### src/rtl/gray_counter_param_if.sv
// Control/status bundle for the parametrised Gray counter.
// The master side drives count controls; the slave side is the counter itself.
interface gray_counter_param_if #(
  parameter int WIDTH = 3
);
  logic             en;
  logic             up_dn;
  logic             load;
  logic [WIDTH-1:0] load_val;
  logic [WIDTH-1:0] gray_out;
  logic [WIDTH-1:0] bin_out;
  logic             tc;
  logic             wrapped;

  modport master (
    output en, up_dn, load, load_val,
    input  gray_out, bin_out, tc, wrapped
  );

  modport slave (
    input  en, up_dn, load, load_val,
    output gray_out, bin_out, tc, wrapped
  );
endinterface

### src/rtl/gray_counter_param.sv
// Gray-code up/down counter with load, wrap/saturate mode, binary readout,
// terminal-count flag and a registered one-cycle wrap pulse.
module gray_counter_param #(
  parameter int WIDTH = 3,
  parameter int WRAP  = 1
) (
  input logic                 clk,
  input logic                 reset,
  gray_counter_param_if.slave bus
);
  logic [WIDTH-1:0] gray_q;
  logic [WIDTH-1:0] bin;
  logic [WIDTH-1:0] bin_nxt;
  logic             tc;
  logic             wrapped_q;

  // Each binary bit is the XOR of all Gray bits at or above it.
  always_comb begin
    bin = '0;
    for (int i = 0; i < WIDTH; i++) bin[i] = ^(gray_q >> i);
  end

  assign tc      = bus.up_dn ? (&bin) : ~(|bin);
  assign bin_nxt = bus.up_dn ? bin + WIDTH'(1) : bin - WIDTH'(1);

  always_ff @(posedge clk) begin
    if (reset) begin
      gray_q    <= '0;
      wrapped_q <= 1'b0;
    end else if (bus.load) begin
      gray_q    <= bus.load_val ^ (bus.load_val >> 1);
      wrapped_q <= 1'b0;
    end else if (bus.en) begin
      // In saturate mode the terminal value is sticky until direction flips.
      if (tc && (WRAP == 0)) begin
        wrapped_q <= 1'b0;
      end else begin
        gray_q    <= bin_nxt ^ (bin_nxt >> 1);
        wrapped_q <= tc;
      end
    end else begin
      wrapped_q <= 1'b0;
    end
  end

  assign bus.gray_out = gray_q;
  assign bus.bin_out  = bin;
  assign bus.tc       = tc;
  assign bus.wrapped  = wrapped_q;
endmodule

### src/flat_wrapper.sv
// flat-port wrapper written by rule: the top's interface ports become plain ports
module gray_counter_param_flat 
#(
  parameter int WIDTH = 3,
  parameter int WRAP  = 1
)
  (clk, reset, bus_en, bus_up_dn, bus_load, bus_load_val, bus_gray_out, bus_bin_out, bus_tc, bus_wrapped);
  gray_counter_param_if #(.WIDTH(WIDTH)) bus_i ();
  input logic clk;
  input logic reset;
  input wire logic [$bits(bus_i.en)-1:0] bus_en;
  input wire logic [$bits(bus_i.up_dn)-1:0] bus_up_dn;
  input wire logic [$bits(bus_i.load)-1:0] bus_load;
  input wire logic [$bits(bus_i.load_val)-1:0] bus_load_val;
  output wire logic [$bits(bus_i.gray_out)-1:0] bus_gray_out;
  output wire logic [$bits(bus_i.bin_out)-1:0] bus_bin_out;
  output wire logic [$bits(bus_i.tc)-1:0] bus_tc;
  output wire logic [$bits(bus_i.wrapped)-1:0] bus_wrapped;
  assign bus_i.en = bus_en;
  assign bus_i.up_dn = bus_up_dn;
  assign bus_i.load = bus_load;
  assign bus_i.load_val = bus_load_val;
  assign bus_gray_out = bus_i.gray_out;
  assign bus_bin_out = bus_i.bin_out;
  assign bus_tc = bus_i.tc;
  assign bus_wrapped = bus_i.wrapped;
  gray_counter_param #(.WIDTH(WIDTH), .WRAP(WRAP)) u_core (.clk(clk), .reset(reset), .bus(bus_i));
endmodule
### config.mk
export PLATFORM = sky130hd
export DESIGN_NAME = gray_counter_param_flat
export DESIGN_NICKNAME = d
export VERILOG_FILES = /design/src/rtl/gray_counter_param_if.sv /design/src/rtl/gray_counter_param.sv /design/src/flat_wrapper.sv
export SDC_FILE = /design/constraint.sdc
export NUM_CORES = 1
export LEC_CHECK = 0
export CAP_MARGIN = 5
export CORE_AREA = 3 3 40 42
export CTS_CLUSTER_SIZE = 30
export DETAILED_ROUTE_END_ITERATION = 8
export DIE_AREA = 0 0 43 45
export PLACE_DENSITY_LB_ADDON = 0.12
export SETUP_SLACK_MARGIN = 0.4
export SLEW_MARGIN = 10
export SYNTH_ARGS = -nofsm -noshare
export SYNTH_HDL_FRONTEND = slang
export SYNTH_SLANG_ARGS = --single-unit
### constraint.sdc
create_clock -name clk -period 2.2 [get_ports clk]
set_input_delay 0.44 -clock clk [delete_from_list [all_inputs] [get_ports clk]]
set_output_delay 0.44 -clock clk [all_outputs]
set_load 0.05 [all_outputs]
==> results.tsv <==
stage	metric	value	unit
logic_synthesis	Cell variety after synth	21	
logic_synthesis	synth warn	0	
cells_and_area	Final Util	0.510	
cells_and_area	fin cells	72	
drt	wire length on met2	448	um
drt	DRC Markers	0	
logic_synthesis	Cell Area, Synth	317	um2
drt	vias	332	
clock_tree	clk_lat worst skew	0.24	ns
status	status	complete, no violations	
floorplanning	core box area	0.00128	mm2
place	RD Place Congestion	0.775	
drt	top layer in use	met3	
setup_path	CP Class	flop to flop	
setup_path	Worst path slowest cell	fa_2	
setup_path	Critical path buffers and inverters	0	
power_and_ir_drop	Power Total	0.976	mW
worst_hold_path	Min-Delay Startpoint	u_core.bus.gray_out[1]	
clock_tree	CTS tree	done	
floorplanning	row cnt	13	
timing	min cycle time layout	1.88	ns
drt	DRT antenna net count	0	
logic_synthesis	commonest cells in the netlist	4 x dfxtp_1, 4 x inv_1, 4 x xnor2_1, 3 x nor3_1, 3 x xor2_1	
logic_synthesis	Main synth FF type	dfxtp_1	
setup_path	cell mode on critical path	xor2_4	
timing	Final Max Tran Viols	0	
timing	final hold vios	0	
cells_and_area	Nets	68	
setup_path	R2R setup slack	0.32	ns
setup_path	worst reg2reg path depth	5	
cells_and_area	share of post-route cells with drive strength above 1	0.421	
floorplanning	Die X	43	um
timing	endpoints failing setup	0	
timing	Tcrit/Tclk final	0.853	
floorplanning	IO Count	16	
grt	first-pass GRT wire length	1290	um
clock_tree	Root Buffer	clkbuf_4	
logic_synthesis	Synth top area share	0.253	
setup_path	Max stage delay on crit path	0.58	ns
clock_tree	htree depth	1	
setup_path	R2R Path Start	u_core.bus.gray_out[1]	
setup_path	r2r endpoint	u_core.bus.gray_out[0]	
drt	wire per inst	11.2	um
drt	Iter 0 DRT Violations	2	
logic_synthesis	Syn Nets	43	
timing	Worst Clk Skew	0.00596	ns
timing	Slew Limit Headroom	0.674	
logic_synthesis	ranking of synthesized cells by area	dfxtp_1 25%, xnor2_1 11%, xor2_1 8.3%	
grt	pin count of the biggest net entering global routing	9	
power_and_ir_drop	P_leak	0.288	nW
setup_path	crit-path cells	xor2_4 > xor2_4 > fa_2 > xnor3_1 > o211a_1	
floorplanning	Starting Density	0.246	
setup_path	Setup crit end kind	flop	
timing	Worst Max-Slew Pin Slew	0.487	ns
worst_hold_path	worst min-delay path class	flop to flop	
floorplanning	Die Y-Extent	45	um
grt	vias in the first global route	318	
job	# Max-Cap Violations	0	
worst_hold_path	hold depth	2	
drt	DRT Wirelength	804	um
setup_path	CP Max Fanout	3	
drt	drt pass-1 iters	2	
clock_tree	Clock Sinks	4	
drt	routed length on met3	74	um
cells_and_area	# diodes	0	
setup_path	WP data required	2.32	ns
power_and_ir_drop	Cell Pwr Density	1490	mW/mm2
logic_synthesis	Post-synth EDFFs	0	
setup_path	crit-path leading delay family	XOR/XNOR gates	
place	port bufs	15	
clock_tree	Clock Pin Slew Worst Setup and Hold Paths	0.04	ns
power_and_ir_drop	maximum VDD drop	0.000432	V
logic_synthesis	asr flop ratio synth	0	
clock_tree	Num CTS Buffers	3	
grt	global route overflow	0	
timing	Max Freq	0.533	GHz
timing	Fin Setup TNS	0	ns
timing	RSZ-0062 raised after global routing	yes	
drt	vias per cell	4.61	
grt	total track usage	0.0953	
logic_synthesis	sequential-to-total area share from yosys stat	0.253	
setup_path	Worst EP arrival	2.00	ns
worst_hold_path	worst hold endpoint	u_core.bus.wrapped	
setup_path	CP Launch Type	flop	
logic_synthesis	Syn Inst Count	34	
drt	met1 wire length	281	um
logic_synthesis	#FFs+latches synth	4	
grt	initial antenna violation count	0	
place	placed cells	64	
cells_and_area	area added between synthesis and finish	107	%
clock_tree	clock buffer depth	2	
timing	WHS	0.603	ns
logic_synthesis	post-synth top area cell	dfxtp_1	
logic_synthesis	Syn Area/Cell	9.31	um2
floorplanning	Die ar.	0.00194	mm2
==> worst min-delay path, stage by stage, from the launching register on <==
cell and delay (ns):
dfxtp_4 0.37, buf_4 0.13, nor4_1 0.05
==> sequential cells by signal, summed over array words and instances, names as in the netlist <==
register	count
u_core.bus.gray_out	3
u_core.bus.wrapped	1
==> cells in the final DEF, fill, tap and decap left out, types with 2 or more instances in the layout <==
| master | synthesis | layout |
|---|---|---|
| inv_1 | 4 | 3 |
| xor2_4 | 0 | 3 |
| dfxtp_4 | 0 | 2 |
| dlygate4sd2_1 | 0 | 4 |
| xnor2_2 | 0 | 2 |
| xnor2_1 | 4 | 2 |
| clkbuf_4 | 0 | 3 |
| buf_4 | 1 | 7 |
| nor3_1 | 3 | 2 |
| clkdlybuf4s50_1 | 0 | 7 |
| dfxtp_1 | 4 | 2 |
==> power by group <==
group | switching, mW | total, mW | leakage [nW] | internal, mW
Combinational | 0.373 | 0.762 | 0.240 | 0.389
Sequential | 0.0323 | 0.125 | 0.0343 | 0.0928
Clock | 0.0284 | 0.0893 | 0.0138 | 0.0609
Total | 0.433 | 0.976 | 0.288 | 0.543
==> kinds of logic after synthesis <==
group | after synthesis | synth area share
xor+xnor | 9 | 0.316
fa+ha+maj | 1 | 0.0632
flops | 4 | 0.253
compound gates | 6 | 0.142
simple gates | 8 | 0.142
buf+inv | 6 | 0.0830
==> metal layers <==
| layer | up-vias | GRT usage |
|---|---|---|
| met5 | - | 0 |
| met4 | 0 | 0.0361 |
| met3 | 0 | 0.0637 |
| met2 | 12 | 0.168 |
| met1 | 156 | 0.0878 |
| li1 | 164 | - |
==> area by class of cell <==
cell class | count | area (um2)
flip-flops and latches | 4 | 87.6
multi-input cells | 24 | 288
fillers | 123 | 629
inverters | 4 | 15.0
well taps | 15 | 18.8
repair buffers | 22 | 224
clock buffers | 3 | 22.5
==> worst max path at each step <==
stage                           startpoint                      to  depth (start not counted)  slack (ns)
global route        u_core.bus.gray_out[2]  u_core.bus.gray_out[0]                          5        0.25
global placement                 bus_up_dn  u_core.bus.gray_out[0]                          5        0.08
floorplan           u_core.bus.gray_out[2]  u_core.bus.gray_out[0]                          5       -0.25
finish              u_core.bus.gray_out[1]  u_core.bus.gray_out[0]                          5        0.32
CTS                 u_core.bus.gray_out[1]  u_core.bus.gray_out[0]                          5        0.32
detailed placement               bus_up_dn  u_core.bus.gray_out[0]                          5        0.07
==> through the flow <==
stage                     setup slack (ns)  area [um2]
after floorplan                     -0.246         357
after global placement              0.0762         547
after detailed placement            0.0739         547
after CTS                            0.319         607
after global routing                 0.247         656
final                                0.323         656
==> repair_timing <==
item,in CTS,in global routing
gates resized for setup,9,7
pin swaps,4,2
gates cloned,0,0
setup buffers,4,1
endpoints found under the setup margin,8,5
hold buffers,0,0
No activity file was read; power rests on OpenSTA's default activity.
